## config.mk

```make
export PLATFORM = sky130hd
export DESIGN_NAME = serial_frame_rx_flat
export DESIGN_NICKNAME = d
export VERILOG_FILES = /design/src/rtl/serial_frame_rx_if.sv /design/src/rtl/serial_frame_rx.sv /design/src/flat_wrapper.sv
export SDC_FILE = /design/constraint.sdc
export NUM_CORES = 1
export LEC_CHECK = 0
export CORE_MARGIN = 2
export CORE_UTILIZATION = 30
export CTS_BUF_LIST = sky130_fd_sc_hd__clkbuf_4
export CTS_CLUSTER_SIZE = 10
export DETAILED_ROUTE_END_ITERATION = 8
export SLEW_MARGIN = 15
export SYNTH_ARGS = -nofsm -noshare
export SYNTH_HDL_FRONTEND = slang
export SYNTH_SLANG_ARGS = --single-unit
```

## constraint.sdc

```tcl
create_clock -name C -period 2.3 [get_ports C]
set_input_delay 0.46 -clock C [delete_from_list [all_inputs] [get_ports C]]
set_output_delay 0.46 -clock C [all_outputs]
set_load 0.02 [all_outputs]
```

## src/rtl/serial_frame_rx_if.sv

```systemverilog
// ============================================================================
// Module   : serial_frame_rx_if
// Purpose  : Serial line and parallel result bundle for serial_frame_rx.
// Revision : 1.0
// ============================================================================
`default_nettype none

interface serial_frame_rx_if #(
  parameter int WIDTH = 8
);
  logic             D;
  logic [WIDTH-1:0] Q;
  logic             V;
  logic             E;
  logic             BUSY;

  modport master (output D, input Q, V, E, BUSY);
  modport slave  (input D, output Q, V, E, BUSY);
endinterface

`default_nettype wire

```

## src/rtl/serial_frame_rx.sv

```systemverilog
// ============================================================================
// Module   : serial_frame_rx
// Purpose  : Start/data/stop frame receiver, one sample per rising C edge.
//            Optional even-parity bit: define SERIAL_FRAME_RX_PARITY_EN.
// Revision : 1.0
// ============================================================================
`default_nettype none

module serial_frame_rx #(
  parameter int WIDTH     = 8,
  parameter int STOP_BITS = 1
) (
  input  wire             C,
  input  wire             nR,
  serial_frame_rx_if.slave bus
);

  localparam int CW = $clog2(WIDTH) + 1;

`ifdef SERIAL_FRAME_RX_PARITY_EN
  typedef enum logic [2:0] {
    S_IDLE, S_START, S_DATA, S_STOP, S_BREAK, S_PARITY
  } state_t;
`else
  typedef enum logic [2:0] {
    S_IDLE, S_START, S_DATA, S_STOP, S_BREAK
  } state_t;
`endif

  state_t           state_q, state_d;
  logic [CW-1:0]    cnt_q, cnt_d;
  logic [WIDTH-1:0] sr_q, sr_d;
  logic [WIDTH-1:0] q_q, q_d;
  logic             v_q, v_d;
  logic             e_q, e_d;
  logic             stop_bad_q, stop_bad_d;
  logic             stop_bad_now;
  logic             frame_bad;
`ifdef SERIAL_FRAME_RX_PARITY_EN
  logic             par_q, par_d;
  logic             perr_q, perr_d;
`endif

  always_comb begin
    state_d      = state_q;
    cnt_d        = cnt_q;
    sr_d         = sr_q;
    q_d          = q_q;
    v_d          = 1'b0;
    e_d          = 1'b0;
    stop_bad_d   = stop_bad_q;
    stop_bad_now = stop_bad_q | ~bus.D;
    frame_bad    = stop_bad_now;
`ifdef SERIAL_FRAME_RX_PARITY_EN
    par_d        = par_q;
    perr_d       = perr_q;
    frame_bad    = stop_bad_now | perr_q;
`endif

    unique case (state_q)
      S_IDLE: begin
        if (!bus.D) begin
          state_d    = S_START;
          cnt_d      = '0;
          stop_bad_d = 1'b0;
`ifdef SERIAL_FRAME_RX_PARITY_EN
          par_d      = 1'b0;
          perr_d     = 1'b0;
`endif
        end
      end

      // The start bit was the sample that entered this state; this edge is spent.
      S_START: begin
        state_d = S_DATA;
        cnt_d   = '0;
      end

      S_DATA: begin
        for (int i = 0; i < WIDTH; i++) begin
          if (cnt_q == CW'(i)) sr_d[i] = bus.D;
        end
`ifdef SERIAL_FRAME_RX_PARITY_EN
        par_d = par_q ^ bus.D;
`endif
        if (cnt_q == CW'(WIDTH - 1)) begin
          cnt_d = '0;
`ifdef SERIAL_FRAME_RX_PARITY_EN
          state_d = S_PARITY;
`else
          state_d = S_STOP;
`endif
        end else begin
          cnt_d = cnt_q + CW'(1);
        end
      end

`ifdef SERIAL_FRAME_RX_PARITY_EN
      S_PARITY: begin
        perr_d  = par_q ^ bus.D;
        state_d = S_STOP;
      end
`endif

      // Every stop bit is sampled before the verdict so frame length is fixed.
      S_STOP: begin
        if (cnt_q == CW'(STOP_BITS - 1)) begin
          cnt_d = '0;
          if (frame_bad) begin
            e_d     = 1'b1;
            state_d = stop_bad_now ? S_BREAK : S_IDLE;
          end else begin
            v_d     = 1'b1;
            q_d     = sr_q;
            state_d = S_IDLE;
          end
        end else begin
          stop_bad_d = stop_bad_now;
          cnt_d      = cnt_q + CW'(1);
        end
      end

      S_BREAK: begin
        if (bus.D) state_d = S_IDLE;
      end

      default: state_d = S_IDLE;
    endcase
  end

  always_ff @(posedge C or negedge nR) begin
    if (!nR) begin
      state_q    <= S_IDLE;
      cnt_q      <= '0;
      sr_q       <= '0;
      q_q        <= '0;
      v_q        <= 1'b0;
      e_q        <= 1'b0;
      stop_bad_q <= 1'b0;
    end else begin
      state_q    <= state_d;
      cnt_q      <= cnt_d;
      sr_q       <= sr_d;
      q_q        <= q_d;
      v_q        <= v_d;
      e_q        <= e_d;
      stop_bad_q <= stop_bad_d;
    end
  end

`ifdef SERIAL_FRAME_RX_PARITY_EN
  always_ff @(posedge C or negedge nR) begin
    if (!nR) begin
      par_q  <= 1'b0;
      perr_q <= 1'b0;
    end else begin
      par_q  <= par_d;
      perr_q <= perr_d;
    end
  end
`endif

  assign bus.Q    = q_q;
  assign bus.V    = v_q;
  assign bus.E    = e_q;
  assign bus.BUSY = (state_q != S_IDLE);

endmodule

`default_nettype wire

```

## src/flat_wrapper.sv

```systemverilog
// flat-port wrapper written by rule: the top's interface ports become plain ports
module serial_frame_rx_flat 
#(
  parameter int WIDTH     = 8,
  parameter int STOP_BITS = 1
)
  (C, nR, bus_D, bus_Q, bus_V, bus_E, bus_BUSY);
  serial_frame_rx_if #(.WIDTH(WIDTH)) bus_i ();
  input  wire C;
  input  wire nR;
  input wire logic [$bits(bus_i.D)-1:0] bus_D;
  output wire logic [$bits(bus_i.Q)-1:0] bus_Q;
  output wire logic [$bits(bus_i.V)-1:0] bus_V;
  output wire logic [$bits(bus_i.E)-1:0] bus_E;
  output wire logic [$bits(bus_i.BUSY)-1:0] bus_BUSY;
  assign bus_i.D = bus_D;
  assign bus_Q = bus_i.Q;
  assign bus_V = bus_i.V;
  assign bus_E = bus_i.E;
  assign bus_BUSY = bus_i.BUSY;
  serial_frame_rx #(.WIDTH(WIDTH), .STOP_BITS(STOP_BITS)) u_core (.C(C), .nR(nR), .bus(bus_i));
endmodule
```

Word-level counts from Yosys, hierarchy flattened
Cells that the tools add are included.
{ "totals": {"reg_bits": 26, "output_inout_bits": 11, "wordCells": 70} }
{ "classes": {"n_addsub": 1, "n_eq_ne": 16, "mux": 19, "bitwise_logic": 3, "reduce_logical": 17} }
{ "ops": {"columns": ["op", "n"], "rows": [
  ["AND reduction 2 bit", 9],
  ["equality test 4 x 3 -> 1 bit, second input constant", 4],
  ["case mux 4 bit (4 select lines)", 1],
  ["2-to-1 mux 3 bit", 5],
  ["case mux 3 bit (5 select lines)", 1],
  ["2-to-1 mux 4 bit", 3],
  ["equality test 4 x 2 -> 1 bit, second input constant", 2],
  ["2-to-1 mux 1 bit", 8],
  ["equality test 3 x 2 -> 1 bit, second input constant", 2],
  ["inequality test 2 bit, second input constant", 3],
  ["AND reduction 3 bit", 2],
  ["adder 4 x 1 -> 4 bit, second input constant", 1],
  ["equality test 4 x 1 -> 1 bit, second input constant", 1],
  ["logical NOT 4 bit", 1],
  ["inequality test 2 x 1 -> 1 bit, second input constant", 2],
  ["AND reduction 4 bit", 1],
  ["nonzero test 4 bit", 1],
  ["equality test 3 x 1 -> 1 bit, second input constant", 1],
  ["equality test 3 bit, second input constant", 1],
  ["logical NOT 3 bit", 1],
  ["nonzero test 3 bit", 1],
  ["inverter 1 bit", 2],
  ["case mux 1 bit (2 select lines)", 1],
  ["nonzero test 2 bit", 1],
  ["OR 1 bit", 1]
]} }

Logic depth before layout (Yosys ltp)
Gate-level depths: netlist (run 1).
{ "depth": {"depth_word": 5, "mapped_depth": 5, "depth_no_buf": 5} }

Worst setup path before layout (run 1)
Ideal clock, no wire load.
{ "synth_timing": {"path_kind": "register to register", "startpoint": "register u_core.cnt_q[0]", "endpoint": "register u_core.q_q[0], in the netlist u_core.bus.Q[0]", "setup_ns": 0.125, "arrival_ns": 1.904, "required_ns": 2.175, "path_slack_ns": 0.271, "path_stages_with_launch": 6, "path_buffers": 0, "cell_sequence": "dfrtp_1 -> inv_1 -> ha_1 -> or3b_4 -> nor4_4 -> mux2_2"} }
{ "synth_via": {"elab_chain_len": 2} }
{ "synth_rtl": {"columns": ["element", "line_no", "text"], "rows": [
  ["start: declaration", "serial_frame_rx.sv:31", "logic [CW-1:0] cnt_q, cnt_d;"],
  ["start signal: assignment", "serial_frame_rx.sv:142", "cnt_q <= cnt_d;"],
  ["logical NOT 4 bit", "serial_frame_rx.sv:107", "if (cnt_q == CW'(STOP_BITS - 1)) begin"],
  ["AND reduction 3 bit (no line)", null, null],
  ["end signal: assignment", "serial_frame_rx.sv:144", "q_q <= q_d;"],
  ["end: declaration", "serial_frame_rx.sv:33", "logic [WIDTH-1:0] q_q, q_d;"]
]} }
Every way passes these cells.
A chain may end at the register's enable or synchronous reset.

Final worst setup path (run 1)
{ "layout_timing": {"startpoint": "register u_core.state_q[2]", "endpoint": "output bus_BUSY"} }
{ "layout_via": {"elab_chain_len": 1} }
{ "layout_rtl": {"columns": ["element", "line_no", "text"], "rows": [
  ["start: declaration", "serial_frame_rx.sv:30", "state_t state_q, state_d;"],
  ["start signal: assignment", "serial_frame_rx.sv:141", "state_q <= state_d;"],
  ["nonzero test 3 bit", "serial_frame_rx.sv:166", "assign bus.BUSY = (state_q != S_IDLE);"],
  ["end: declaration", "flat_wrapper.sv:15", "output wire logic [$bits(bus_i.BUSY)-1:0] bus_BUSY;"]
]} }
Every way passes these cells.

==> results of run 1 <==
[state kept, by name (all words and copies together) (netlist names)]
| register | flops |
|---|---|
| u_core.bus.E | 1 |
| u_core.cnt_q | 4 |
| u_core.state_q | 3 |
| u_core.bus.Q | 8 |
| u_core.bus.V | 1 |
| u_core.stop_bad_q | 1 |
| u_core.sr_q | 8 |
[area by class of cell]
type	instances	area, um^2
Clock buffer	3	22.5
Clock inverter	1	30.0
Timing Repair Buffer	16	153
Inverter	6	22.5
Multi-Input combinational cell	61	519
Fill cell	373	2480
Tap cell	50	62.6
Sequential cell	26	652
[worst max-delay path: stages (launching register included)]
cell and delay [ps]:
dfrtp_2 510, or3_1 380, clkdlybuf4s50_1 540
[metal layers]
metal | track usage | up-vias
met5 | 0 | -
met4 | 0.0612 | 0
met3 | 0.0100 | 4
met2 | 0.172 | 15
met1 | 0.134 | 377
li1 | - | 383
[synthesized netlist by cell type (2+ instances only)]
| library cell | n | area share |
|---|---|---|
| nor2b_1 | 2 | 0.010 |
| nand2b_1 | 2 | 0.010 |
| a21oi_1 | 2 | 0.0083 |
| inv_1 | 6 | 0.019 |
| dfrtp_1 | 26 | 0.54 |
| nor2_1 | 3 | 0.0093 |
| mux2i_1 | 2 | 0.017 |
| nand3_1 | 10 | 0.041 |
| or3_1 | 2 | 0.010 |
| clkbuf_1 | 4 | 0.012 |
| ha_1 | 4 | 0.041 |
| mux2_2 | 16 | 0.15 |
[cell families (layout without fill, tap and decap cells)]
group | count (synthesis) | in the layout | synth area share
compound gates | 11 | 11 | 0.0663
fa+ha+maj | 4 | 4 | 0.0415
buf+inv | 10 | 26 | 0.0311
mux | 18 | 18 | 0.166
flops | 26 | 26 | 0.539
simple gates | 27 | 27 | 0.149
xor+xnor | 1 | 1 | 0.00726
[cell usage in the layout, fill, tap and decap left out, types with 2 or more instances in the layout]
master	instances
dfrtp_1	25
mux2_2	16
clkdlybuf4s50_1	13
nand3_1	10
inv_1	6
ha_1	4
nor2_1	3
clkbuf_4	3
buf_4	3
or3_1	2
nand2b_1	2
nor2b_1	2
mux2i_1	2
a21oi_1	2
[path summary, 6_finish.rpt]
kind	start	slack [ps]	endpoint
min	nR	470	u_core.bus.Q[1]$_DFFE_PN0P_
min in group C	u_core.sr_q[0]$_DFFE_PN0P_	520	u_core.sr_q[0]$_DFFE_PN0P_
max in group asynchronous	nR	1560	u_core.state_q[2]$_DFFE_PN0P_
min reg2reg	u_core.sr_q[0]$_DFFE_PN0P_	520	u_core.sr_q[0]$_DFFE_PN0P_
max	u_core.state_q[2]$_DFFE_PN0P_	90	bus_BUSY
max reg2reg	u_core.cnt_q[0]$_DFFE_PN0P_	200	u_core.bus.Q[0]$_DFFE_PN0P_
[power breakdown]
part	total (mW)	internal, mW	switching [mW]	leakage, nW
Sequential	0.830	0.667	0.162	0.319
Combinational	0.935	0.477	0.459	0.263
Clock	0.316	0.176	0.140	0.0279
[what timing repair did]
action                     4_1_cts  5_1_grt
setup endpoints to repair        0        1
setup buffers                    0        0
hold endpoints to repair         0        0
resized for setup                0        1
==> flow_metrics.py, run 1 <==
metrics = {
    "status": {
        "run_status": "finished, final reports clean",
    },
    "yosys": {
        "ys_types": 30,
        "syn-num-nets": 104,
        "syn-cell-area_um2": 1210,
        "seq_area_frac_synth": 0.539,
        "synthArstFlopShare": 1.00,
        "synth-edff-count": 0,
        "ys_ff_latch": 26,
        "synth_flop_cell": "dfrtp_1",
        "yosys_warnings": 0,
        "synthCells": 97,
        "avgSynthCellArea_um2": 12.4,
    },
    "detailed_routing": {
        "dr.max_layer_used": "met4",
        "drt_first_pass_iters": 4,
        "drc": 0,
        "dr_wl_met2_um": 990,
        "vias": 779,
        "routed_wl_mm": 2.06,
        "drt-met1-wl_um": 980,
        "first_iter_violations": 39,
        "ant_nets": 0,
        "wl_per_cell_um": 12.6,
        "wl_met3_um": 41,
        "via_per_inst": 4.78,
    },
    "finish": {
        "area_growth_pct": 21.0,
        "stdcell_count": 163,
        "n_antenna_cell": 0,
        "drive_above_1_share": 0.257,
        "design_area_um2": 1460,
        "nets": 121,
        "post-route-util": 0.371,
    },
    "worst_setup_path": {
        "worstSetupStartpointType": "flip-flop",
        "worstPathRequired_ps": 1840,
        "crit_path_end_kind": "primary output",
        "r2r_cells": 6,
        "arrival_ps": 1750,
        "cp_max_fo": 11,
        "worstSetupPathType": "flip-flop to primary output",
    },
    "cts": {
        "clk_latency_ps": 320,
        "cts.sinks": 26,
        "cts_buffer_depth": 2,
        "cts_root_buf": "clkbuf_4",
        "h-tree-depth": 1,
        "holdBufCountCts": 0,
        "cts_tree": "yes",
        "cts_made_buffers": 3,
        "clk_pin_slew_worst_paths_ps": 150,
    },
    "timing": {
        "min_period_ps": 2210,
        "slew_headroom": 0.632,
        "clock_skew_ps": 7.60,
        "rsz0062_at_grt": "no",
        "drv_slew": 0,
        "tns_ps": 0,
        "finalHoldViolCount": 0,
        "worstMarginPinSlew_ps": 549,
        "fmax_mhz": 453,
        "period_share": 0.960,
        "setup_viol": 0,
        "worst_slack_ps": 93.1,
        "holdWs_ps": 474,
    },
    "place": {
        "dp_hpwl_mm": 1.51,
        "numPortBuffers": 13,
        "placed_cells": 159,
        "routabilityCongestion": 0.771,
        "pre_cts_ws_ps": 240,
        "placed_area_um2": 1410,
    },
    "floorplanning": {
        "die_h_um": 67.4,
        "die_area_um2": 4550,
        "core_um2": 3940,
        "io_pins": 14,
        "die_x_um": 67.4,
        "row_count": 23,
        "start_util": 0.306,
    },
    "pwr": {
        "leakage_nw": 0.610,
        "p_per_area_nw_per_um2": 1420,
        "ir_drop_uv": 346,
        "total_power_mw": 2.08,
    },
    "global_routing": {
        "grt-ovfl-total": 0,
        "grt_start_max_net_pins": 27,
        "antenna_found_initial": 0,
        "grt_pass1_wl_mm": 3.64,
        "grt_use_total": 0.105,
        "first_global_vias": 780,
    },
    "min_path": {
        "min_path_type": "primary input to asynchronous set/reset pin",
    },
    "job": {
        "drv_cap": 0,
    },
}
(Power assumes the default switching activity.)
==> inputs of run 2 (changes only) <==
- ABC_AREA: default -> 1
- REMOVE_ABC_BUFFERS: default -> 1
==> run 2 against run 1 <==
  * Die area up 4.5%
  * Synthesized cell count is 48% higher
  * Clock skew fell by 4.9 ps
  * Critical path type unchanged
  * Largest cell class unchanged
  * Largest power group unchanged
==> flow_metrics.py, run 2 <==
metrics = {
    "status": {
        "run_status": "finished, final reports clean",
    },
    "cts": {
        "clk_latency_ps": 310,
        "cts_root_buf": "clkbuf_4",
        "clk_pin_slew_worst_paths_ps": 140,
        "h-tree-depth": 1,
        "ctsResizeCount": 1,
        "holdBufCountCts": 0,
        "cts.sinks": 26,
        "cts_made_buffers": 3,
        "cts_tree": "yes",
        "post-cts-setup-buffers": 0,
        "cts_buffer_depth": 2,
    },
    "worst_setup_path": {
        "cp_max_fo": 7,
        "cp-startpoint": "u_core.state_q[2]$_DFFE_PN0P_",
        "crit_path_end_kind": "primary output",
        "timing.rr.end": "u_core.bus.Q[1]$_DFFE_PN0P_",
        "cp_slowest_cell": "clkdlybuf4s50_1",
        "crit_buf_inv": 2,
        "worstSetupPathType": "flip-flop to primary output",
        "r2r_start": "u_core.cnt_q[0]$_DFFE_PN0P_",
        "worstSetupStartpointType": "flip-flop",
        "cp_top_family": "buffers and inverters",
        "worstPathRequired_ps": 1840,
        "worst_path_largest_cell_delay_ps": 610,
        "r2r_cells": 8,
        "timing.reg2reg.setup_slack_ps": 830,
        "cp_cell_sequence": "inv_1 -> nand2_1 -> clkdlybuf4s50_1",
        "arrival_ps": 1720,
    },
    "global_routing": {
        "grt_pass1_wl_mm": 4.20,
        "grt_start_max_net_pins": 27,
        "grt_use_total": 0.116,
        "antenna_found_initial": 0,
        "grt-ovfl-total": 0,
        "first_global_vias": 964,
    },
    "timing": {
        "fmax_mhz": 459,
        "period_share": 0.946,
        "finalHoldViolCount": 0,
        "rsz0062_at_grt": "no",
        "tns_ps": 0,
        "clock_skew_ps": 2.74,
        "slew_headroom": 0.784,
        "holdWs_ps": 483,
        "setup_viol": 0,
        "min_period_ps": 2180,
        "drv_slew": 0,
        "worstMarginPinSlew_ps": 324,
    },
    "detailed_routing": {
        "dr.max_layer_used": "met4",
        "vias": 949,
        "drt_first_pass_iters": 4,
        "ant_nets": 0,
        "dr_wl_met2_mm": 1.02,
        "via_per_inst": 4.54,
        "routed_wl_mm": 2.23,
        "drc": 0,
        "wl_per_cell_um": 10.7,
        "first_iter_violations": 50,
        "drt-met1-wl_mm": 1.13,
        "wl_met3_um": 71,
    },
    "yosys": {
        "synth_top_area_frac": 0.514,
        "yosys-top-cells-area": "dfrtp_1 (51%), nand2_1 (15%), nand3_1 (5.1%)",
        "yosys_warnings": 0,
        "synth-simple-area-share": 0.308,
        "synthCells": 144,
        "synth-edff-count": 0,
        "seq_area_frac_synth": 0.514,
        "synth_top_family_by_area": "simple AND/OR/NAND/NOR gates",
        "syn-cell-area_um2": 1260,
        "synthMuxAreaShare": 0,
        "synthAdderAreaFrac": 0.0396,
        "avgSynthCellArea_um2": 8.78,
        "synth-compound-area-share": 0.0712,
        "ys_types": 20,
        "yosys-top-cells-count": "nand2_1 (49), dfrtp_1 (26), nand3_1 (13)",
        "synthArstFlopShare": 1.00,
        "yosysTopAreaCell": "dfrtp_1",
        "synth-xor-area-share": 0.00692,
        "synth_flop_cell": "dfrtp_1",
        "ys_ff_latch": 26,
        "yosysMostFrequentCell": "nand2_1",
    },
    "place": {
        "numPortBuffers": 13,
        "routabilityCongestion": 0.781,
        "dp_hpwl_mm": 1.77,
        "placed_area_um2": 1440,
    },
    "floorplanning": {
        "io_pins": 14,
        "die_area_um2": 4750,
        "row_count": 23,
        "die_x_um": 68.9,
        "core_um2": 4030,
        "start_util": 0.314,
        "die_h_um": 68.9,
    },
    "finish": {
        "area_growth_pct": 17.7,
        "nets": 167,
        "layout_commonest_cell": "nand2_1",
        "drive_above_1_share": 0.126,
        "nFillCells": 427,
        "most-common-layout-cells": "nand2_1 (49), dfrtp_1 (25), nand3_1 (13), clkdlybuf4s50_1 (13), inv_1 (10)",
        "n_antenna_cell": 0,
        "design_area_um2": 1490,
    },
    "job": {
        "drv_cap": 0,
    },
    "pwr": {
        "ir_drop_uv": 665,
        "p_per_area_nw_per_um2": 1410,
        "total_power_mw": 2.10,
        "leakage_nw": 0.718,
    },
    "min_path": {
        "min_path_type": "primary input to asynchronous set/reset pin",
    },
}
[run 2: logic make-up (layout without fill, tap and decap cells)]
family,Yosys count,count (layout)
compound gates,15,15
buf+inv,15,30
simple gates,83,83
fa+ha+maj,4,4
flops,26,26
xor+xnor,1,1
[run 2: cell type report]
type / count / area (um^2) / area share
well taps: 50 / 62.6 / 0.0420
clock buffers: 3 / 22.5 / 0.0151
inverters: 12 / 46.3 / 0.0311
flip-flops and latches: 26 / 652 / 0.438
clock inverters: 1 / 30.0 / 0.0202
multi-input cells: 103 / 538 / 0.361
repair buffers: 14 / 138 / 0.0924
[run 2: worst max path at each step]
| stage | depth (start not counted) | end |
|---|---|---|
| 2_1_floorplan | 8 | u_core.bus.Q[7]$_DFFE_PN0P_ |
| 3_3_place_gp | 3 | bus_BUSY |
| 3_5_place_dp | 3 | bus_BUSY |
| 4_1_cts | 3 | bus_BUSY |
| 5_1_grt | 3 | bus_BUSY |
| 6_report | 3 | bus_BUSY |
[run 2: per-stage QoR]
stage	utilization	setup slack, ps	cells
finish	0.370	123	209
global route	0.370	17.6	209
CTS	0.370	115	209
detailed placement	0.356	380	205
global placement	0.356	368	205
floorplan	-	1000	141
[run 2: report_power, final]
group | internal (mW) | total [mW] | switching [mW]
Clock | 0.176 | 0.309 | 0.133
Sequential | 0.660 | 0.823 | 0.163
Combinational | 0.390 | 0.963 | 0.573
[run 2: routing by layer]
layer  global-route usage  up-vias
met5                    0        -
met4               0.0147        0
met3               0.0341        2
met2                0.195       14
met1                0.152      443
li1                     -      490
